==> config.mk <==
export PLATFORM = sky130hd
export DESIGN_NAME = ripple_counter_ctrl_flat
export DESIGN_NICKNAME = d
export VERILOG_FILES = /design/src/rtl/ripple_counter_ctrl_if.sv /design/src/rtl/ripple_counter_ctrl.sv /design/src/flat_wrapper.sv
export SDC_FILE = /design/constraint.sdc
export NUM_CORES = 1
export LEC_CHECK = 0
export CORE_ASPECT_RATIO = 0.6
export CORE_MARGIN = 3
export CORE_UTILIZATION = 35
export DETAILED_ROUTE_END_ITERATION = 10
export GPL_TIMING_DRIVEN = 0
export PLACE_DENSITY = 0.7
export SYNTH_ARGS = -nofsm -noshare
export SYNTH_HDL_FRONTEND = slang
export SYNTH_SLANG_ARGS = --single-unit
==> constraint.sdc <==
create_clock -name clk -period 4.12 [get_ports clk]
set_input_delay 0.824 -clock clk [delete_from_list [all_inputs] [get_ports clk]]
set_output_delay 0.824 -clock clk [all_outputs]
set_load 0.05 [all_outputs]
==> src/rtl/ripple_counter_ctrl_if.sv <==
// ripple_counter_ctrl_if: host-side request/result bus of the ripple counter measurement sequencer
interface ripple_counter_ctrl_if #(
    parameter int CNT_W    = 65,
    parameter int WINDOW_W = 16
);
    logic                start;
    logic                abort;
    logic [WINDOW_W-1:0] window;
    logic                busy;
    logic                res_valid;
    logic                res_ready;
    logic [CNT_W-1:0]    res_data;
    logic                res_err;
    modport master (
        output start, abort, window, res_ready,
        input  busy, res_valid, res_data, res_err
    );
    modport slave (
        input  start, abort, window, res_ready,
        output busy, res_valid, res_data, res_err
    );
endinterface

==> src/rtl/ripple_counter_ctrl.sv <==
// ripple_counter_ctrl: clear/gate/settle/sample sequencer for a ripple counter, result on a valid/ready port
// Optional double-sampling with retries is enabled by defining RIPPLE_CTRL_DBLSAMPLE_EN.
module ripple_counter_ctrl #(
    parameter int CNT_W         = 65,
    parameter int WINDOW_W      = 16,
    parameter int CLEAR_CYCLES  = 2,
    parameter int SETTLE_CYCLES = 4
) (
    input  logic                 clk,
    input  logic                 reset,
    ripple_counter_ctrl_if.slave bus,
    input  logic [CNT_W-1:0]     ctr_q,
    output logic                 ctr_clr,
    output logic                 ctr_gate
);
    localparam int MAX_CYC = CLEAR_CYCLES > SETTLE_CYCLES ? CLEAR_CYCLES : SETTLE_CYCLES;
    localparam int CYC_W   = $clog2(MAX_CYC + 1);
    localparam int PH_W    = WINDOW_W > CYC_W ? WINDOW_W : CYC_W;
`ifdef RIPPLE_CTRL_DBLSAMPLE_EN
    localparam int SAMP_LD = 1;
`else
    localparam int SAMP_LD = 0;
`endif
    localparam logic [PH_W-1:0] CLR_LD = PH_W'(CLEAR_CYCLES - 1);
    localparam logic [PH_W-1:0] SET_LD = PH_W'(SETTLE_CYCLES - 1);

    localparam logic [2:0] IDLE   = 3'd0;
    localparam logic [2:0] CLEAR  = 3'd1;
    localparam logic [2:0] GATE   = 3'd2;
    localparam logic [2:0] SETTLE = 3'd3;
    localparam logic [2:0] SAMPLE = 3'd4;
    localparam logic [2:0] RESULT = 3'd5;

    logic [2:0]          state, nstate;
    logic [PH_W-1:0]     cnt, ncnt;
    logic [WINDOW_W-1:0] win, nwin;
    logic [CNT_W-1:0]    data, ndata;
    logic                busy_q, valid_q, done;
`ifdef RIPPLE_CTRL_DBLSAMPLE_EN
    logic                err, nerr;
    logic [1:0]          retry, nretry;
    logic [CNT_W-1:0]    cap, ncap;
`endif

    assign done = cnt == '0;

    always_comb begin
        nstate = state;
        ncnt   = done ? cnt : cnt - PH_W'(1);
        nwin   = win;
        ndata  = data;
`ifdef RIPPLE_CTRL_DBLSAMPLE_EN
        nerr   = err;
        nretry = retry;
        ncap   = cap;
`endif
        if (bus.abort && state != IDLE && state != RESULT)
            nstate = IDLE;
        else
            case (state)
                IDLE: if (bus.start && !bus.abort) begin
                    nstate = CLEAR;
                    ncnt   = CLR_LD;
                    nwin   = bus.window;
`ifdef RIPPLE_CTRL_DBLSAMPLE_EN
                    nerr   = 1'b0;
                    nretry = 2'd0;
`endif
                end
                CLEAR: if (done) begin
                    nstate = win == '0 ? SETTLE : GATE;
                    ncnt   = win == '0 ? SET_LD : PH_W'(win - WINDOW_W'(1));
                end
                GATE: if (done) begin
                    nstate = SETTLE;
                    ncnt   = SET_LD;
                end
                SETTLE: if (done) begin
                    nstate = SAMPLE;
                    ncnt   = PH_W'(SAMP_LD);
                end
`ifdef RIPPLE_CTRL_DBLSAMPLE_EN
                // first cycle captures, second compares; after three retries the last capture is reported as an error
                SAMPLE: if (!done)
                    ncap = ctr_q;
                else if (ctr_q == cap || retry == 2'd3) begin
                    nstate = RESULT;
                    ndata  = ctr_q;
                    nerr   = ctr_q != cap;
                end else begin
                    nstate = SETTLE;
                    ncnt   = SET_LD;
                    nretry = retry + 2'd1;
                end
`else
                SAMPLE: begin
                    nstate = RESULT;
                    ndata  = ctr_q;
                end
`endif
                RESULT: if (bus.res_ready || bus.abort) nstate = IDLE;
                default: nstate = IDLE;
            endcase
    end

    // outputs are registered from the next state so gate and clear are glitch-free
    always_ff @(posedge clk or posedge reset) begin
        if (reset) begin
            state    <= IDLE;
            cnt      <= '0;
            win      <= '0;
            data     <= '0;
            ctr_clr  <= 1'b0;
            ctr_gate <= 1'b0;
            busy_q   <= 1'b0;
            valid_q  <= 1'b0;
`ifdef RIPPLE_CTRL_DBLSAMPLE_EN
            err      <= 1'b0;
            retry    <= 2'd0;
            cap      <= '0;
`endif
        end else begin
            state    <= nstate;
            cnt      <= ncnt;
            win      <= nwin;
            data     <= ndata;
            ctr_clr  <= nstate == CLEAR;
            ctr_gate <= nstate == GATE;
            busy_q   <= nstate != IDLE;
            valid_q  <= nstate == RESULT;
`ifdef RIPPLE_CTRL_DBLSAMPLE_EN
            err      <= nerr;
            retry    <= nretry;
            cap      <= ncap;
`endif
        end
    end

    assign bus.busy      = busy_q;
    assign bus.res_valid = valid_q;
    assign bus.res_data  = data;
`ifdef RIPPLE_CTRL_DBLSAMPLE_EN
    assign bus.res_err   = err;
`else
    assign bus.res_err   = 1'b0;
`endif
endmodule

==> src/flat_wrapper.sv <==
// flat-port wrapper written by rule: the top's interface ports become plain ports
module ripple_counter_ctrl_flat 
#(
    parameter int CNT_W         = 65,
    parameter int WINDOW_W      = 16,
    parameter int CLEAR_CYCLES  = 2,
    parameter int SETTLE_CYCLES = 4
)
  (clk, reset, ctr_q, ctr_clr, ctr_gate, bus_start, bus_abort, bus_window, bus_res_ready, bus_busy, bus_res_valid, bus_res_data, bus_res_err);
  ripple_counter_ctrl_if #(.CNT_W(CNT_W), .WINDOW_W(WINDOW_W)) bus_i ();
  input  logic clk;
  input  logic reset;
  input  logic [CNT_W-1:0] ctr_q;
  output logic ctr_clr;
  output logic ctr_gate;
  input wire logic [$bits(bus_i.start)-1:0] bus_start;
  input wire logic [$bits(bus_i.abort)-1:0] bus_abort;
  input wire logic [$bits(bus_i.window)-1:0] bus_window;
  input wire logic [$bits(bus_i.res_ready)-1:0] bus_res_ready;
  output wire logic [$bits(bus_i.busy)-1:0] bus_busy;
  output wire logic [$bits(bus_i.res_valid)-1:0] bus_res_valid;
  output wire logic [$bits(bus_i.res_data)-1:0] bus_res_data;
  output wire logic [$bits(bus_i.res_err)-1:0] bus_res_err;
  assign bus_i.start = bus_start;
  assign bus_i.abort = bus_abort;
  assign bus_i.window = bus_window;
  assign bus_i.res_ready = bus_res_ready;
  assign bus_busy = bus_i.busy;
  assign bus_res_valid = bus_i.res_valid;
  assign bus_res_data = bus_i.res_data;
  assign bus_res_err = bus_i.res_err;
  ripple_counter_ctrl #(.CNT_W(CNT_W), .WINDOW_W(WINDOW_W), .CLEAR_CYCLES(CLEAR_CYCLES), .SETTLE_CYCLES(SETTLE_CYCLES)) u_core (.clk(clk), .reset(reset), .bus(bus_i), .ctr_q(ctr_q), .ctr_clr(ctr_clr), .ctr_gate(ctr_gate));
endmodule
After elaboration in Yosys (flattened, before gate mapping)
Index checks and enable logic that the tools add are counted.
{"block": "word_totals", "register_bits": 104, "inputBits": 86, "word_cells": 48}
{"block": "classes", "addsub": 2, "eq_ne": 9, "mux": 16, "bitwise": 1, "reduce_logical": 12}
{"operator": "2-to-1 mux 16 bit", "n": 7}
{"operator": "one-hot mux 16 bit (4 select lines)", "n": 1}
{"operator": "logical NOT 16 bit", "n": 2}
{"operator": "subtractor 16 x 1 -> 16 bit (second input constant)", "n": 2}
{"operator": "2-to-1 mux 3 bit", "n": 6}
{"operator": "one-hot mux 3 bit (6 select lines)", "n": 1}
{"operator": "== test 3 x 2 -> 1 bit (second input constant)", "n": 3}
{"operator": "== test 3 bit (second input constant)", "n": 3}
{"operator": "== test 3 x 1 -> 1 bit (second input constant)", "n": 2}
{"operator": "nonzero test 3 bit", "n": 2}
{"operator": "logical AND 1 bit", "n": 3}
{"operator": "logical NOT 3 bit", "n": 1}
{"operator": "inequality test 3 bit (second input constant)", "n": 1}
{"operator": "AND reduction 3 bit", "n": 1}
{"operator": "AND reduction 2 bit", "n": 1}
{"operator": "logical NOT 1 bit", "n": 1}
{"operator": "logical OR 1 bit", "n": 1}
{"operator": "2-to-1 mux 1 bit", "n": 1}
{"operator": "NOT 1 bit", "n": 1}

Logic depth before layout (Yosys ltp)
Gate-level depths: netlist (run 1).
{"block": "logic_depth", "word_depth": 6, "ltp_mapped": 11, "mapped_depth_nobuf": 10}

Worst setup path before layout (run 1)
OpenSTA, ideal clock, no wires.
{"block": "synth_path", "path_kind": "input port to flip-flop", "start": "input port bus_abort", "end": "register u_core.win[10]", "arrival_ns": 2.102, "t_required_ns": 3.995, "path_slack_ns": 1.893, "stages": 5, "path_buffers": 2, "path_cell_list": "clkbuf_1 nor2_1 nand3_1 clkbuf_1 mux2_2"}
{"block": "synth_via", "elab_chain_cells": 4}
{"item": "start: declaration", "line_no": "flat_wrapper.sv:17", "source": "input wire logic [$bits(bus_i.abort)-1:0] bus_abort;"}
{"item": "logical AND 1 bit (2 in a row)", "line_no": "ripple_counter_ctrl.sv:57", "source": "if (bus.abort && state != IDLE && state != RESULT)"}
{"item": "NOT 1 bit (no line)"}
{"item": "AND reduction 3 bit (no line) *"}
{"item": "end signal: assignment", "line_no": "ripple_counter_ctrl.sv:125", "source": "win <= nwin;"}
{"item": "end: declaration", "line_no": "ripple_counter_ctrl.sv:36", "source": "logic [WINDOW_W-1:0] win, nwin;"}
Mark *: on every way between the ends. The rest lies on a longest branch, timed or not.
A chain may end at the register's enable or synchronous reset.

Worst setup path after layout (run 1)
{"block": "layout_path", "start": "input port bus_abort", "end": "register u_core.data[39], in the netlist u_core.bus.res_data[39]"}
{"block": "layout_via", "elab_chain_cells": 4}
{"item": "logical AND 1 bit (2 in a row)", "line_no": "ripple_counter_ctrl.sv:57"}
{"item": "NOT 1 bit (no line)"}
{"item": "AND reduction 2 bit (no line)"}
{"item": "end signal: assignment", "line_no": "ripple_counter_ctrl.sv:126", "source": "data <= ndata;"}
{"item": "end: declaration", "line_no": "ripple_counter_ctrl.sv:37", "source": "logic [CNT_W-1:0] data, ndata;"}
Every way passes these cells.

==> metrics.cfg, run 1 <==
[yosys]
yosysMostFrequentCell=dfrtp_1
synth-edff-count=0
synthFlopType=dfrtp_1
synth_seq_area_share_pct=53.2
synth-seq-cells=104
synth_top_area_share_pct=53.2
syn_area_um2=4890
netlist_top_cells_area=dfrtp_1 (53%), mux2_2 (19%), xor2_1 (1.8%)
ys_warn_count=0
syn_nets=482
avgSynthCellArea_um2=12.5
yosysUniqueCellTypes=58
syn_inst=391
synth_common_cells=dfrtp_1 (104), mux2_2 (84), nor2_1 (19)
synth.largest_area_cell=dfrtp_1
async_flop_share_pct=100

[route]
wire_per_inst_um=16.8
drtIter0Drc=221
via_per_inst=4.86
drt_wl_total_um=12600
route.detailed.drc=0
ant_nets=0
drtPass1Iterations=5
via_count=3640

[timing]
fmax_ghz=0.331
setup_viol=0
fin_crit_sh_pct=73.2
finalHoldViolCount=0
maxSlewViolCount=0
finClkSkew_ps=10.4
rsz0062_at_grt=false
post-route-min-period_ps=3020
relSlewSlack_pct=40.0
worstMarginPinSlew_ps=894

[floorplanning]
num_rows=32
pin_count=156
die_area_um2=15500
core_area_um2=13300
initial_core_util_pct=36.9
die_w_um=159
die_h_um=97.6

[layout]
fin_nets=648
insertedDiodeCount=0
area_growth_pct=43.6
drive_gt1_share_pct=23.0
final_util_pct=53.0

[power]
vdd_drop_max_mv=0.258
power.share.clock_pct=21.8
swShare_pct=39.6
p_leak_uw=0.00296
power.density_nw_per_um2=598
combPwrFrac_pct=41.2
p_int_uw=2540
p_sw_uw=1660
total_power_uw=4200
share_seq_of_total_power_pct=37.0

[global_route]
grt_overflow=0
grt_pass1_vias=3876
grt_usage_pct=16.8
antenna_found_initial=0
grt_max_degree=75
grt_first_pass_wirelength_um=20500

[placed_design]
hpwl_um=9690
gp_congestion=0.836
portBuffers=154

[outcome]
status=complete, no violations

[flow_run]
drv_cap=0

[cts]
cts_buffers=9
root_buffer=clkbuf_16
path_clk_slew_ps=70
clock_sinks=104
cts_tree=built
cts_resized=0
h-tree-depth=3
cts_buffer_depth=2
ctsHoldBuffers=0
cts_setup_buffers=0
insertion_delay_ps=340

[critical_path]
arrival_ps=3240
critPathLaunchType=input port
crit_path_end_kind=flip-flop
crit_fanout=10
required_ps=4350
crit_type=in2reg

[min_path]
min_path_type=reg2reg

[per-stage QoR]
step	instances	hold WS, ps	cell area (µm²)	setup slack (ps)	TNS, ps
6_report	749	507	7020	1100	0
5_1_grt	749	525	7020	931	0
4_1_cts	749	511	7020	1070	0
3_5_place_dp	733	495	6700	706	0
3_3_place_gp	732	487	6670	-928	-95490
2_1_floorplan	391	518	4890	564	0
[state kept, by name, indices dropped and copies added, names as in the netlist]
register              cells
u_core.bus.res_data      65
u_core.cnt               16
u_core.win               16
u_core.state              3
u_core.bus.busy           1
u_core.bus.res_valid      1
u_core.ctr_clr            1
u_core.ctr_gate           1
[logic make-up after synthesis]
kind of cell,share of synthesized area (%)
other,0.0767
AOI/OAI and AO/OA,7.63
DFF,53.2
adders and majority gates,1.28
buffers and inverters,2.58
xor gates and xnor gates,3.40
muxes,19.8
and+or+nand+nor,12.1
[per-layer routing]
metal / wire (µm) / global-route usage [%]
met4: 57 / 3.24
met2: 5550 / 24.3
met5: 0 / 0
met3: 1120 / 6.76
met1: 5860 / 23.7
[worst max-delay path, stage by stage]
cell and delay [ps]:
clkdlybuf4s50_1 470, nor4b_1 750, clkbuf_1 470, buf_2 350
mux2_2 380
[placed cells by master (no fill, tap or decap), drive strengths merged, types with 5 or more instances in the layout]
cell / n
buf: 10
xnor2: 9
o2bb2ai: 6
inv: 15
nor3: 9
dfrtp: 104
a21oi: 7
clkdlybuf4s50: 154
ha: 5
xor2: 10
mux2: 84
nand2: 16
nor2: 19
nor4: 11
clkbuf: 17
o21ai: 15
[final cells by class]
| cell class | count | area [µm²] |
|---|---|---|
| fillers | 1116 | 6230 |
| multi-input cells | 259 | 2160 |
| inverters | 12 | 47.5 |
| flip-flops and latches | 104 | 2600 |
| clock inverters | 6 | 86.3 |
| clock buffers | 10 | 239 |
| well taps | 187 | 234 |
| plain buffers | 16 | 81.3 |
| repair buffers | 155 | 1570 |
[path summary, 6_finish.rpt]
kind                                            to  cells past startpoint  slack [ps]               startpoint
min in group asynchronous  u_core.bus.res_data[53]                      2         830                    reset
hold / removal             u_core.bus.res_data[35]                      1         510  u_core.bus.res_data[35]
hold reg to reg            u_core.bus.res_data[35]                      1         510  u_core.bus.res_data[35]
setup / recovery           u_core.bus.res_data[39]                      5        1100                bus_abort
max in group asynchronous           u_core.ctr_clr                      3        2570                    reset
setup reg to reg                     u_core.cnt[0]                     11        1420            u_core.cnt[1]
[power groups by stage]
stage / clock network, µW / logic, µW / registers, µW
CTS: 939 / 1740 / 1550
finish: 917 / 1730 / 1550
global placement: 0 / 1690 / 1550
global route: 979 / 1870 / 1600
detailed placement: 0 / 1730 / 1570
floorplan: 0 / 798 / 1920
No activity file was read; power rests on OpenSTA's default activity.
==> run 2: changes to the inputs <==
Settings changed: PLACE_DENSITY 0.7 to 0.73.
Clock period 4.12 ns to 2.74 ns, I/O delays scaled along.
==> run 2 against run 1 <==
  * Wire length increased by 0.68%
  * Clock power increased by 58%
  * Register-to-register slack got worse by 1300 ps
  * Critical path depth increased by 2
  * Cell area increased by 0.61%
  * Sequential cell count unchanged
  * Highest routed layer unchanged
==> metrics.cfg, run 2 (same netlist as run 1, synthesis figures left out) <==
[outcome]
status=complete, no violations

[global_route]
grt_usage_pct=16.5
grt_max_degree=38
grt_pass1_vias=3935
grt_overflow=0
grt_first_pass_wirelength_um=20500
antenna_found_initial=0

[placed_design]
dp_cells=734
gp_congestion=0.859
hpwl_um=9680
portBuffers=154

[floorplanning]
die_w_um=159
pin_count=156
core_area_um2=13300
die_area_um2=15500
num_rows=32
die_h_um=97.6
initial_core_util_pct=36.9

[critical_path]
setup.worst_path.start=u_core.cnt[0]
crit_path_end_kind=flip-flop
r2r_cells=7
crit_type=reg2reg
arrival_ps=2830
r2r_end=u_core.bus.busy
crit_fanout=5
r2r_start=u_core.cnt[0]
critPathLaunchType=flip-flop
endpoint=u_core.bus.busy
required_ps=2950
r2r_setup_slack_ps=120

[layout]
seqCellArea_um2=2600
fin_nets=650
drive_gt1_share_pct=23.2
final_cell_mix=clkdlybuf4s50_1 (154), dfrtp_1 (104), mux2_2 (84), nor2_1 (19), nand2_1 (16)
layout_commonest_cell=clkdlybuf4s50_1
insertedDiodeCount=0
final_cells=751
final_util_pct=53.3
fillers=1132
largest_reg_flops=65
multi_input_area_um2=2170
area_growth_pct=44.4

[route]
drtIter0Drc=218
drt_wl_total_um=12700
drtPass1Iterations=5
via_per_inst=4.99
wire_per_inst_um=16.9
via_count=3746
ant_nets=0
route.detailed.drc=0

[min_path]
min_path_type=reg2reg

[timing]
finClkSkew_ps=11.4
post-route-min-period_ps=2620
relSlewSlack_pct=46.5
worstMarginPinSlew_ps=798
setup_viol=0
maxSlewViolCount=0
fmax_ghz=0.381
finalSetupTns_ps=0
finalHoldViolCount=0
fin_crit_sh_pct=95.7

[power]
p_leak_uw=0.00297
vdd_drop_max_mv=0.375
power.density_nw_per_um2=912

[cts]
h-tree-depth=3
root_buffer=clkbuf_16
cts_buffer_depth=2
path_clk_slew_ps=70
cts_buffers=9
cts_tree=built
clock_sinks=104
insertion_delay_ps=350
ctsHoldBuffers=0

[flow_run]
drv_cap=0

run 2: worst max-delay path, cell delays in order (launching register included):
cell	delay, ps
dfrtp_1	450
inv_1	150
ha_1	230
nor4b_4	280
and4_1	290
mux2_2	370
o31ai_1	560
nand3_1	140
run 2: layout make-up:
type,count,share of cell area [%]
inverters,12,0.691
clock inverters,7,1.59
flip-flops and latches,104,36.8
repair buffers,157,22.5
plain buffers,16,1.15
clock buffers,9,3.19
multi-input cells,259,30.7
well taps,187,3.31
run 2: routing by layer:
layer	GRT usage, %	wire (µm)	up-vias
li1	-	-	1757
met1	22.5	5700	1816
met2	25.6	5770	154
met3	5.52	1050	19
met4	3.37	149	0
met5	0	0	-
run 2: through the flow:
step | setup slack, ps | total power (µW) | hold WS [ps] | area [µm²]
2_1_floorplan | 533 | 4090 | 518 | 4890
3_3_place_gp | -57.1 | 4870 | 490 | 6670
3_5_place_dp | -92.4 | 4970 | 495 | 6710
4_1_cts | 25.0 | 6440 | 511 | 7050
5_1_grt | -0.249 | 6800 | 520 | 7060
6_report | 117 | 6440 | 506 | 7060
run 2: worst min-delay path by stage:
stage	cells past startpoint	from	endpoint
2_1_floorplan	1	u_core.win[6]	u_core.win[6]
3_3_place_gp	1	u_core.bus.res_data[49]	u_core.bus.res_data[49]
3_5_place_dp	1	u_core.bus.res_data[47]	u_core.bus.res_data[47]
6_report	1	u_core.bus.res_data[47]	u_core.bus.res_data[47]
5_1_grt	1	u_core.bus.res_data[20]	u_core.bus.res_data[20]
4_1_cts	1	u_core.bus.res_data[47]	u_core.bus.res_data[47]
run 2: report_power, final:
part | total, µW | internal (µW) | switching [µW]
Clock | 1450 | 824 | 622
Sequential | 2340 | 1930 | 416
Combinational | 2650 | 1140 | 1500
run 2: repair_timing:
action / in CTS / in global routing
setup endpoints to repair: 0 / 5
setup buffers: 0 / 1
resized for setup: 0 / 1
==> run 3: changes to the inputs <==
Settings changed: CTS_BUF_LIST set to sky130_fd_sc_hd__clkbuf_8, GPL_TIMING_DRIVEN 0 to unset, SETUP_SLACK_MARGIN set to 0.02.
==> run 3 against run 2 <==
  * Cell count down 1.1%
  * Hold slack worse by 8.2 ps
  * Critical endpoint is now u_core.cnt[6]
  * Critical path type unchanged
  * Largest cell class unchanged
  * First-iteration DRC count grew 5.5%
  * Largest power group unchanged
  * Via count is 1.5% lower
  * Count of clock-buffer cells in the layout unchanged
==> metrics.cfg, run 3 (same netlist as run 1, synthesis figures left out) <==
[layout]
area_growth_pct=40.9
fillers=1146
final_cell_mix=clkdlybuf4s50_1 (154), dfrtp_1 (104), mux2_2 (84), nor2_1 (19), nand2_1 (16)
insertedDiodeCount=0
final_cells=743
fin_nets=642
drive_gt1_share_pct=23.9
largest_reg_flops=65
layout_commonest_cell=clkdlybuf4s50_1

[route]
wire_per_inst_um=15.7
top_layer=met4
wl_met2_um=5260
drtPass1Iterations=4
via_count=3688
route.detailed.drc=0
wl_met1_um=5190
via_per_inst=4.96
drtIter0Drc=230
ant_nets=0
dr_wl_met3_um=1090
drt_wl_total_um=11700

[global_route]
grt_pass1_vias=3786
antenna_found_initial=0
grt_max_degree=88
grt_overflow=0
grt_usage_pct=15.5
grt_first_pass_wirelength_um=19300

[timing]
finClkSkew_ps=11.8
worst_hold_slack_ps=498
finalHoldViolCount=0
fin_crit_sh_pct=92.2
fmax_ghz=0.396
finalSetupTns_ps=0
worstMarginPinSlew_ps=681
setup_viol=0
maxSlewViolCount=0
relSlewSlack_pct=54.2
rsz0062_at_grt=false
post-route-min-period_ps=2530

[critical_path]
critPathLaunchType=flip-flop
r2r_setup_slack_ps=210
path_delay_family=simple AND/OR/NAND/NOR gates
worstPathCellList=inv_1 > ha_1 > or4b_1 > nor4_2 > o311ai_2 > buf_4 > a21oi_1 > a21o_1
crit_buf_inv=2
crit_path_end_kind=flip-flop
setup.worst_path.start=u_core.cnt[0]
crit_type=reg2reg
slowest_delay_ps=530
required_ps=3060
crit_fanout=9
r2r_cells=8
slowest_stage=or4b_1
r2r_end=u_core.cnt[6]
arrival_ps=2850
r2r_start=u_core.cnt[0]

[cts]
clock_sinks=104
path_clk_slew_ps=110
cts_setup_buffers=0
cts_tree=built
root_buffer=clkbuf_8
cts_buffers=9
h-tree-depth=3
cts_buffer_depth=2
insertion_delay_ps=380

[floorplanning]
num_rows=32
die_area_um2=15500
pin_count=156
core_area_um2=13300
initial_core_util_pct=36.9
die_h_um=97.6
die_w_um=159

[min_path]
min_path_type=in2async

[power]
power.density_nw_per_um2=851
p_leak_uw=0.00289
vdd_drop_max_mv=0.380

[flow_run]
drv_cap=0

[placed_design]
dp_cells=727
gp_congestion=0.858
portBuffers=154
hpwl_um=8830

[outcome]
status=complete, no violations

-- run 3: changes by cell type in the layout (fill, tap and decap cells not counted), moves of 2 or more --
| cell | delta |
|---|---|
| buf_2 | -5 |
| clkbuf_1 | -7 |
| nor4b_2 | +2 |
| buf_4 | +6 |
| clkbuf_8 | +9 |
| clkbuf_16 | -9 |
| bufinv_16 | -2 |
-- run 3: power by group --
group / internal [µW] / switching [µW] / leakage [µW]
sequential: 1930 / 384 / 0.00133
combinational: 1160 / 1480 / 0.00146
clock: 351 / 567 / 0.0000993
-- run 3: per-layer routing --
| metal | GRT usage (%) | vias up |
|---|---|---|
| met5 | 0 | - |
| met4 | 3.70 | 0 |
| met3 | 6.01 | 14 |
| met2 | 23.5 | 127 |
| met1 | 20.8 | 1814 |
| li1 | - | 1733 |
-- run 3: area by class of cell --
| class | instances | area (µm²) | area share [%] |
|---|---|---|---|
| clock buffer | 9 | 124 | 1.80 |
| timing repair buffer | 165 | 1650 | 23.9 |
| clock inverter | 7 | 61.3 | 0.890 |
| tap | 187 | 234 | 3.40 |
| inverter | 12 | 48.8 | 0.708 |
| sequential | 104 | 2600 | 37.8 |
| multi-input combinational | 259 | 2170 | 31.5 |
-- run 3: metrics by stage --
step	total power [µW]	utilization, %	worst slack [ps]	area (µm²)
2_1_floorplan	4090	-	533	4890
3_3_place_gp	4910	50.6	325	6700
3_5_place_dp	4970	50.6	163	6700
4_1_cts	5920	52.0	149	6890
5_1_grt	6250	52.0	58.7	6890
6_report	5870	52.0	213	6890
-- run 3: worst max-delay path by stage --
stage                     cells past startpoint                 endpoint  slack, ps
final                                         8            u_core.cnt[6]        210
after CTS                                     7          u_core.bus.busy        150
after detailed placement                      7          u_core.bus.busy        160
after global routing                          7          u_core.bus.busy         60
after floorplan                              11            u_core.cnt[0]        530
after global placement                        4  u_core.bus.res_data[11]        330
-- run 3: timing repair --
| item | CTS | global route |
|---|---|---|
| endpoints found under the setup margin | 0 | 3 |
| resized for setup | 0 | 1 |
| hold buffers | 0 | 0 |
